<file path="src/rtl/vga_pkg.sv">
// XGA 1024x768 @ 60 Hz raster geometry and the timing bus shared by the video pipeline.
package vga_pkg;

    // Counter width for both raster axes
    localparam int COUNT_WIDTH = 11;

    // Horizontal geometry in pixel clocks
    localparam int VISIBLE_WIDTH          = 1024;
    localparam int HORIZONTAL_FRONT_PORCH = 24;
    localparam int HORIZONTAL_SYNC_PULSE  = 136;
    localparam int HORIZONTAL_BACK_PORCH  = 160;
    localparam int FULL_WIDTH = VISIBLE_WIDTH + HORIZONTAL_FRONT_PORCH
                              + HORIZONTAL_SYNC_PULSE + HORIZONTAL_BACK_PORCH;

    // Vertical geometry in lines
    localparam int VISIBLE_HEIGHT        = 768;
    localparam int VERTICAL_FRONT_PORCH  = 3;
    localparam int VERTICAL_SYNC_PULSE   = 6;
    localparam int VERTICAL_BACK_PORCH   = 29;
    localparam int FULL_HEIGHT = VISIBLE_HEIGHT + VERTICAL_FRONT_PORCH
                               + VERTICAL_SYNC_PULSE + VERTICAL_BACK_PORCH;

    // Sync windows, half-open [START, STOP)
    localparam int HSYNC_START = VISIBLE_WIDTH + HORIZONTAL_FRONT_PORCH;
    localparam int HSYNC_STOP  = HSYNC_START + HORIZONTAL_SYNC_PULSE;
    localparam int VSYNC_START = VISIBLE_HEIGHT + VERTICAL_FRONT_PORCH;
    localparam int VSYNC_STOP  = VSYNC_START + VERTICAL_SYNC_PULSE;

    // Timing bus consumed by background, rect and char overlay stages
    typedef struct packed {
        logic [COUNT_WIDTH-1:0] hcount;
        logic                   hsync;
        logic                   hblnk;
        logic [COUNT_WIDTH-1:0] vcount;
        logic                   vsync;
        logic                   vblnk;
    } vga_bus_t;

endpackage

</file>
<file path="src/rtl/vga_timing.sv">
// Free-running raster timing generator. Counters and flags are all registered;
// flags are loaded from the next-state counters so they line up with the
// counters in the same cycle.
module vga_timing
    import vga_pkg::*;
(
    input  logic                   clk,
    input  logic                   rst,
    output logic [COUNT_WIDTH-1:0] hcount,
    output logic                   hsync,
    output logic                   hblnk,
    output logic [COUNT_WIDTH-1:0] vcount,
    output logic                   vsync,
    output logic                   vblnk
);

    localparam logic [COUNT_WIDTH-1:0] H_LAST   = COUNT_WIDTH'(FULL_WIDTH - 1);
    localparam logic [COUNT_WIDTH-1:0] V_LAST   = COUNT_WIDTH'(FULL_HEIGHT - 1);
    localparam logic [COUNT_WIDTH-1:0] H_VIS    = COUNT_WIDTH'(VISIBLE_WIDTH);
    localparam logic [COUNT_WIDTH-1:0] V_VIS    = COUNT_WIDTH'(VISIBLE_HEIGHT);
    localparam logic [COUNT_WIDTH-1:0] HS_START = COUNT_WIDTH'(HSYNC_START);
    localparam logic [COUNT_WIDTH-1:0] HS_STOP  = COUNT_WIDTH'(HSYNC_STOP);
    localparam logic [COUNT_WIDTH-1:0] VS_START = COUNT_WIDTH'(VSYNC_START);
    localparam logic [COUNT_WIDTH-1:0] VS_STOP  = COUNT_WIDTH'(VSYNC_STOP);
    localparam logic [COUNT_WIDTH-1:0] ONE      = COUNT_WIDTH'(1);

    logic [COUNT_WIDTH-1:0] h_q, v_q;
    logic [COUNT_WIDTH-1:0] h_nxt, v_nxt;

    assign hcount = h_q;
    assign vcount = v_q;

    // Next raster position; out-of-range values (unreachable) also fold back to 0
    always_comb begin
        h_nxt = h_q + ONE;
        v_nxt = v_q;
        if (h_q >= H_LAST) begin
            h_nxt = '0;
            v_nxt = (v_q >= V_LAST) ? '0 : v_q + ONE;
        end
    end

    // Horizontal counter
    always_ff @(posedge clk or posedge rst) begin
        if (rst) h_q <= '0;
        else     h_q <= h_nxt;
    end

    // Vertical counter, moves only on the line wrap
    always_ff @(posedge clk or posedge rst) begin
        if (rst) v_q <= '0;
        else     v_q <= v_nxt;
    end

    // Sync and blanking flags, decoded from the position being loaded
    always_ff @(posedge clk or posedge rst) begin
        if (rst) begin
            hsync <= 1'b0;
            hblnk <= 1'b0;
            vsync <= 1'b0;
            vblnk <= 1'b0;
        end else begin
            hblnk <= (h_nxt >= H_VIS);
            hsync <= (h_nxt >= HS_START) && (h_nxt < HS_STOP);
            vblnk <= (v_nxt >= V_VIS);
            vsync <= (v_nxt >= VS_START) && (v_nxt < VS_STOP);
        end
    end

endmodule

</file>
<file path="config.mk">
export PLATFORM = sky130hd
export DESIGN_NAME = vga_timing
export DESIGN_NICKNAME = d
export VERILOG_FILES = /design/src/rtl/vga_pkg.sv /design/src/rtl/vga_timing.sv
export SDC_FILE = /design/constraint.sdc
export NUM_CORES = 1
export LEC_CHECK = 0
export ABC_AREA = 1
export BUFFER_PORTS_ARGS = -buffer_cell sky130_fd_sc_hd__buf_2
export CELL_PAD_IN_SITES_DETAIL_PLACEMENT = 0
export CELL_PAD_IN_SITES_GLOBAL_PLACEMENT = 1
export CORE_UTILIZATION = 39
export DETAILED_ROUTE_END_ITERATION = 8
export HOLD_SLACK_MARGIN = 0.12
export PLACE_DENSITY = 0.8
export REMOVE_ABC_BUFFERS = 1
export SKIP_LAST_GASP = 1
export SYNTH_ARGS = -nofsm -noshare
export SYNTH_HDL_FRONTEND = slang
export SYNTH_SLANG_ARGS = --single-unit
</file>
<file path="constraint.sdc">
create_clock -name clk -period 2 [get_ports clk]
set_clock_uncertainty 0.05 [all_clocks]
set_input_delay 0.4 -clock clk [delete_from_list [all_inputs] [get_ports clk]]
set_output_delay 0.4 -clock clk [all_outputs]
set_load 0.02 [all_outputs]
</file>
==> results of run 1 <==
==> area by class of cell <==
type / count / area, sq um
multi-input cells: 164 / 830
well taps: 50 / 62.6
fillers: 428 / 2090
repair buffers: 33 / 193
flip-flops and latches: 25 / 626
clock buffers: 4 / 45.0
inverters: 40 / 150
==> sequential cells by signal (all words and copies together), names as in the netlist <==
register	count
hcount	11
vcount	11
hsync	1
vblnk	1
vsync	1
==> per-layer routing <==
| metal | global-route usage | wire length (microns) |
|---|---|---|
| met2 | 0.314 | 1750 |
| met3 | 0.0293 | 158 |
| met5 | 0 | 0 |
| met1 | 0.243 | 1730 |
| met4 | 0.0612 | 68 |
==> stage by stage <==
| step | hold slack (ns) | std cells | instance area [sq um] | TNS [ns] |
|---|---|---|---|---|
| after global routing | 0.153 | 316 | 1910 | -0.00981 |
| after CTS | 0.128 | 316 | 1880 | 0 |
| after floorplan | 0.377 | 229 | 1580 | 0 |
| after global placement | 0.410 | 312 | 1840 | 0 |
| after detailed placement | 0.420 | 312 | 1840 | 0 |
| final | 0.116 | 316 | 1910 | 0 |
==> power by group <==
| group | internal, uW | switching, uW |
|---|---|---|
| clock network | 143 | 161 |
| registers | 505 | 0 |
| logic | 2.13 | 9.99 |
==> worst max-delay path: cells and delay by family (launching register included) <==
kind	cells	cell delay [ns]
flip-flops	1	0.40
buffers and inverters	1	0.16
AND/OR/NAND/NOR	10	0.97
adder cells (fa/ha/maj)	1	0.20
==> placed cells by master, fill, tap and decap left out, types with 2 or more instances in the layout <==
cell	Yosys	layout
inv_1	35	35
buf_2	0	27
nor2_1	34	33
nand3_1	26	26
ha_1	3	2
nand4_1	6	6
a21oi_1	6	6
dfrtp_1	25	25
buf_4	1	5
nor2_2	7	8
inv_2	5	5
clkbuf_8	0	3
nand2_2	2	5
nor3_1	3	3
o21ai_0	3	3
nand3_2	2	2
o21ai_1	2	2
nand2_1	61	58
==> cell families after synthesis <==
group                      count (synthesis)  share of synthesized area
adders and majority gates                  3                     0.0233
buffers and inverters                     43                      0.112
DFF                                       25                      0.388
and+or+nand+nor                          147                      0.427
AOI/OAI and AO/OA                         12                     0.0395
xor gates and xnor gates                   2                     0.0109
==> final timing paths <==
check | startpoint | end | slack (ns) | depth (start not counted)
worst min register to register | hcount[0] | hcount[0] | 0.44 | 1
min in group clk | hcount[0] | hcount[0] | 0.44 | 1
max in group asynchronous | rst | hcount[6] | 1.54 | 3
worst max register to register | hcount[0] | vsync | 0.16 | 12
worst min-delay path | rst | vcount[4] | 0.12 | 3
worst max-delay path | hcount[0] | vsync | 0.16 | 12
==> reports/results.ini, run 1 <==
[synth]
ys_seq_area_frac=0.388
synth_warnings=0
netlist-cell-type-count=26
yosysMostFrequentCell=nand2_1
yosysTopAreaCellShare=0.388
synth-async-reset-ratio=1.00
synthTopCellsByCount=nand2_1, inv_1, nor2_1
synthCells=232
netlist_area_sq_um=1610
synth_flop_cell=dfrtp_1
synth_top_area_cell=dfrtp_1
synth_seq_cells=25
yosys-top-cells-area=dfrtp_1, nand2_1, inv_1, nand3_1, nor2_1
avgSynthCellArea_sq_um=6.96
synth_edf_count=0

[cells_and_area]
final_core_utilization=0.476
nNetsFinal=272
layout-drive-gt1-share=0.241
antennaDiodeCount=0
areaGrowthSynthToFinish_pct=18.1

[clocking]
cts_resized=0
cts_buffers=3
cts-hold-fix-buffers=0
clk_path_buf_depth=2
cts_tree=built
clock-sinks=25
insertion_delay_ns=0.27
clockRootBuffer=clkbuf_8
htreeDepth=1
clk_pin_slew_ns=0.09
post_cts_buffers=0

[pwr]
total_power_uw=821
power.density_nw_per_um2=431
leakagePower_uw=0.00108
peakVddDrop_v=0.000171

[sta]
rsz0062_at_grt=true
slew_headroom=0.772
finalMaxSlewViolations=0
period_needed_ns=1.84
finalWorstSetupSlack_ns=0.159
worst_pin_slew_ns=0.342
setup_viol=0
fin_crit_sh=0.921
final_hold_viol_count=0
clock.fmax_mhz=543

[status]
status=completed

[place]
place.gp.congestion=0.768
post-place-ws_ns=0.0831
dp_hpwl_microns=2860
io_buffers=27

[critical_path]
path_cells=ha_2 -> nand2_2 -> nor2_2 -> nand3_1 -> nand3_4 -> buf_4 -> nand3_1 -> nand3_1 -> nand2_1 -> nor2_1 -> nand2_1 -> nor2_2
critPathCaptureType=flip-flop
worstSetupStartpointType=flip-flop
cp.arrival_ns=2.00
critPathMostFrequentCell=nand3_1
worstPathRequired_ns=2.16
slowest_stage=dfrtp_1
max_stage_delay_ns=0.40
crit_type=reg2reg
crit_path_max_fanout=6

[die]
die_h_microns=66.3
initial_utilization=0.404
rows=23
die_area_sq_um=4400
core_sq_um=4000
io_pins=28
dieWidth_microns=66.3

[detailed_routing]
postRouteAntennaNets=0
drtIter0Drc=76
post_drt_wl_per_cell_microns=11.7
drc=0
routed_wl_microns=3700
routed-via-count=1544
firstDrtPassIters=4
via_per_inst=4.89

[global_route]
grt_pass1_vias=1381
antenna_found_initial=0
grt_max_degree=26
grt_pass1_wl_microns=6210
grtUsageTotal=0.187
overflow=0

[hold_path]
hold_path_class=in2async

[job]
maxCapViolCount=0

No activity file was read; power rests on OpenSTA's default activity.
==> run 2: changes to the inputs <==
--- a/config.mk
+++ b/config.mk
@@ -5,14 +5,14 @@
 export SDC_FILE = /design/constraint.sdc
 export NUM_CORES = 1
 export LEC_CHECK = 0
-export ABC_AREA = 1
+export ABC_AREA = 0
 export BUFFER_PORTS_ARGS = -buffer_cell sky130_fd_sc_hd__buf_2
 export CELL_PAD_IN_SITES_DETAIL_PLACEMENT = 0
 export CELL_PAD_IN_SITES_GLOBAL_PLACEMENT = 1
-export CORE_UTILIZATION = 39
+export CORE_UTILIZATION = 40
 export DETAILED_ROUTE_END_ITERATION = 8
 export HOLD_SLACK_MARGIN = 0.12
-export PLACE_DENSITY = 0.8
+export PLACE_DENSITY = 0.78
 export REMOVE_ABC_BUFFERS = 1
 export SKIP_LAST_GASP = 1
 export SYNTH_ARGS = -nofsm -noshare
==> constraint.sdc (replaced) <==
create_clock -name clk -period 2.3 [get_ports clk]
set_clock_uncertainty 0.05 [all_clocks]
set_input_delay 0.46 -clock clk [delete_from_list [all_inputs] [get_ports clk]]
set_output_delay 0.46 -clock clk [all_outputs]
set_load 0.02 [all_outputs]
==> run 2 against run 1 <==
  * Via count fell by 6.5%
  * Cell count fell by 17%
  * Critical path depth fell by 5
  * Clock-buffer cell count fell by 1
  * Utilization rose by 10 points
  * First-iteration DRC count fell by 9.2%
  * Combinational power fell by 12%
  * Global-route usage rose by 1.8 points
  * Design area rose by 4.9%
  * Non-clock buffer count rose by 28
  * Sequential share of layout area fell by 1.5 points
  * Flip-flop and latch count did not move
==> reports/results.ini, run 2 <==
[synth]
synthCells=159
synth_edf_count=0
synthTopCellsByCount=dfrtp_1, nor2_1, nand2_1
synth-async-reset-ratio=1.00
synth_seq_cells=25
netlist_area_sq_um=1510
netlist-cell-type-count=52
avgSynthCellArea_sq_um=9.48
ys_seq_area_frac=0.415
synth_top_area_cell=dfrtp_1
synth_flop_cell=dfrtp_1
yosysTopAreaCellShare=0.415
synth_warnings=0
yosys-top-cells-area=dfrtp_1, nor2_1, o21ai_0, xor2_1, nand2_1
yosysMostFrequentCell=dfrtp_1

[sta]
clock.fmax_mhz=442
setup_tns_ns=0
worst_pin_slew_ns=0.445
fin_crit_sh=0.984
finalMaxSlewViolations=0
hold_ws_ns=0.167
final_hold_viol_count=0
slew_headroom=0.703
period_needed_ns=2.26
rsz0062_at_grt=true
setup_viol=0

[global_route]
grt_pass1_wl_microns=6510
grt_max_degree=26
grtUsageTotal=0.205
grt_pass1_vias=1348
antenna_found_initial=0
overflow=0

[place]
place.gp.congestion=0.961
dp_hpwl_microns=2940
io_buffers=27

[die]
dieWidth_microns=63.4
die_h_microns=63.4
initial_utilization=0.435
io_pins=28
die_area_sq_um=4020
rows=21
core_sq_um=3470

[critical_path]
crit_type=reg2reg
crit_path_max_fanout=8
slowest_stage=dfrtp_2
critPathCaptureType=flip-flop
max_stage_delay_ns=0.45
path_buf_inv=0
crit_family=compound AO/OA/AOI/OAI gates
cp.arrival_ns=2.39
worstPathRequired_ns=2.43
path_cells=ha_1 -> o31a_1 -> o32a_4 -> nor2_2 -> o21ai_1 -> a22o_4 -> nor4_4
worstSetupStartpointType=flip-flop

[clocking]
clk_pin_slew_ns=0.09
htreeDepth=1
clockRootBuffer=clkbuf_8
clock-sinks=25
cts-hold-fix-buffers=0
cts_buffers=3
cts_tree=built
clk_path_buf_depth=2
insertion_delay_ns=0.27

[status]
status=completed

[pwr]
peakVddDrop_v=0.000200
power.density_nw_per_um2=359
leakagePower_uw=0.00101
total_power_uw=717

[cells_and_area]
final_cell_mix=buf_4, buf_2, dfrtp_1
final_common_cell=buf_4
nNetsFinal=222
layout-drive-gt1-share=0.403
antennaDiodeCount=0
areaGrowthSynthToFinish_pct=32.5

[detailed_routing]
drc=0
postRouteAntennaNets=0
via_per_inst=5.51
drtIter0Drc=69
routed-via-count=1444
post_drt_wl_per_cell_microns=15.4
firstDrtPassIters=4
routed_wl_microns=4040

[job]
maxCapViolCount=0

[hold_path]
hold_path_class=in2async

run 2: cell types whose count changed after synthesis, moves of 3 or more:
cell / before / now
and2_1: 0 / 3
xor2_1: 1 / 6
inv_1: 35 / 5
a22oi_1: 0 / 3
nor2_1: 34 / 19
nand2_1: 61 / 13
o21ai_0: 3 / 12
nand3_1: 26 / 7
nor2_2: 7 / 1
inv_2: 5 / 0
o22ai_1: 0 / 3
run 2: final cells by class:
class	count	area [sq um]
Multi-Input combinational cell	121	856
Inverter	5	18.8
Fill cell	326	1470
Tap cell	46	57.6
Timing Repair Buffer	61	390
Clock inverter	1	7.51
Sequential cell	25	627
Clock buffer	3	41.3
run 2: worst paths after layout:
kind                            from         to  slack [ns]  depth (start not counted)
setup reg to reg           vcount[0]      vsync        0.04                          7
setup / recovery           vcount[0]      vsync        0.04                          7
hold reg to reg            vcount[1]  vcount[1]        0.55                          2
hold / removal                   rst      vblnk        0.17                          3
max in group asynchronous        rst  vcount[0]        1.75                          3
min in group clk           vcount[1]  vcount[1]        0.55                          2
run 2: power breakdown:
part | total, uW | switching, uW | internal, uW
clock | 267 | 144 | 123
sequential | 439 | 0 | 439
combinational | 10.7 | 8.80 | 1.85
run 2: kinds of logic (layout without fill, tap and decap cells):
family / Yosys count / in the layout / share of synthesized area
buf+inv: 13 / 70 / 0.0531
fa+ha+maj: 3 / 3 / 0.0249
compound gates: 43 / 43 / 0.218
xor+xnor: 9 / 9 / 0.0523
flops: 25 / 25 / 0.415
simple gates: 66 / 66 / 0.237
run 2: what timing repair did:
item | 4_1_cts | 5_1_grt
pin swaps | 0 | 7
endpoints found under the setup margin | 1 | 3
hold endpoints to repair | 0 | 0
gates resized for setup | 1 | 14
setup buffers | 0 | 5
cloned | 0 | 0
run 2: worst register-to-register path: stages (launching register included):
cell     delay, ns
dfrtp_2       0.45
ha_1          0.21
o31a_1        0.30
o32a_4        0.42
nor2_2        0.12
o21ai_1       0.09
a22o_4        0.29
nor4_4        0.26
run 2: through the flow:
stage	setup WS, ns	instances	utilization	instance area (sq um)
global route	-0.0728	262	0.576	2000
CTS	0.000769	257	0.551	1910
global placement	0.0165	253	0.535	1860
detailed placement	-0.0137	253	0.535	1860
finish	0.0378	262	0.576	2000
floorplan	-0.178	151	-	1450
run 2: metal layers:
layer / wire [microns] / part of all wire / track usage / vias to the layer above
met3: 200 / 0.049 / 0.0290 / 2
met2: 2140 / 0.53 / 0.364 / 47
li1: - / - / - / 700
met4: 12 / 0.0030 / 0.0483 / 0
met1: 1690 / 0.42 / 0.258 / 695
met5: 0 / 0 / 0 / -
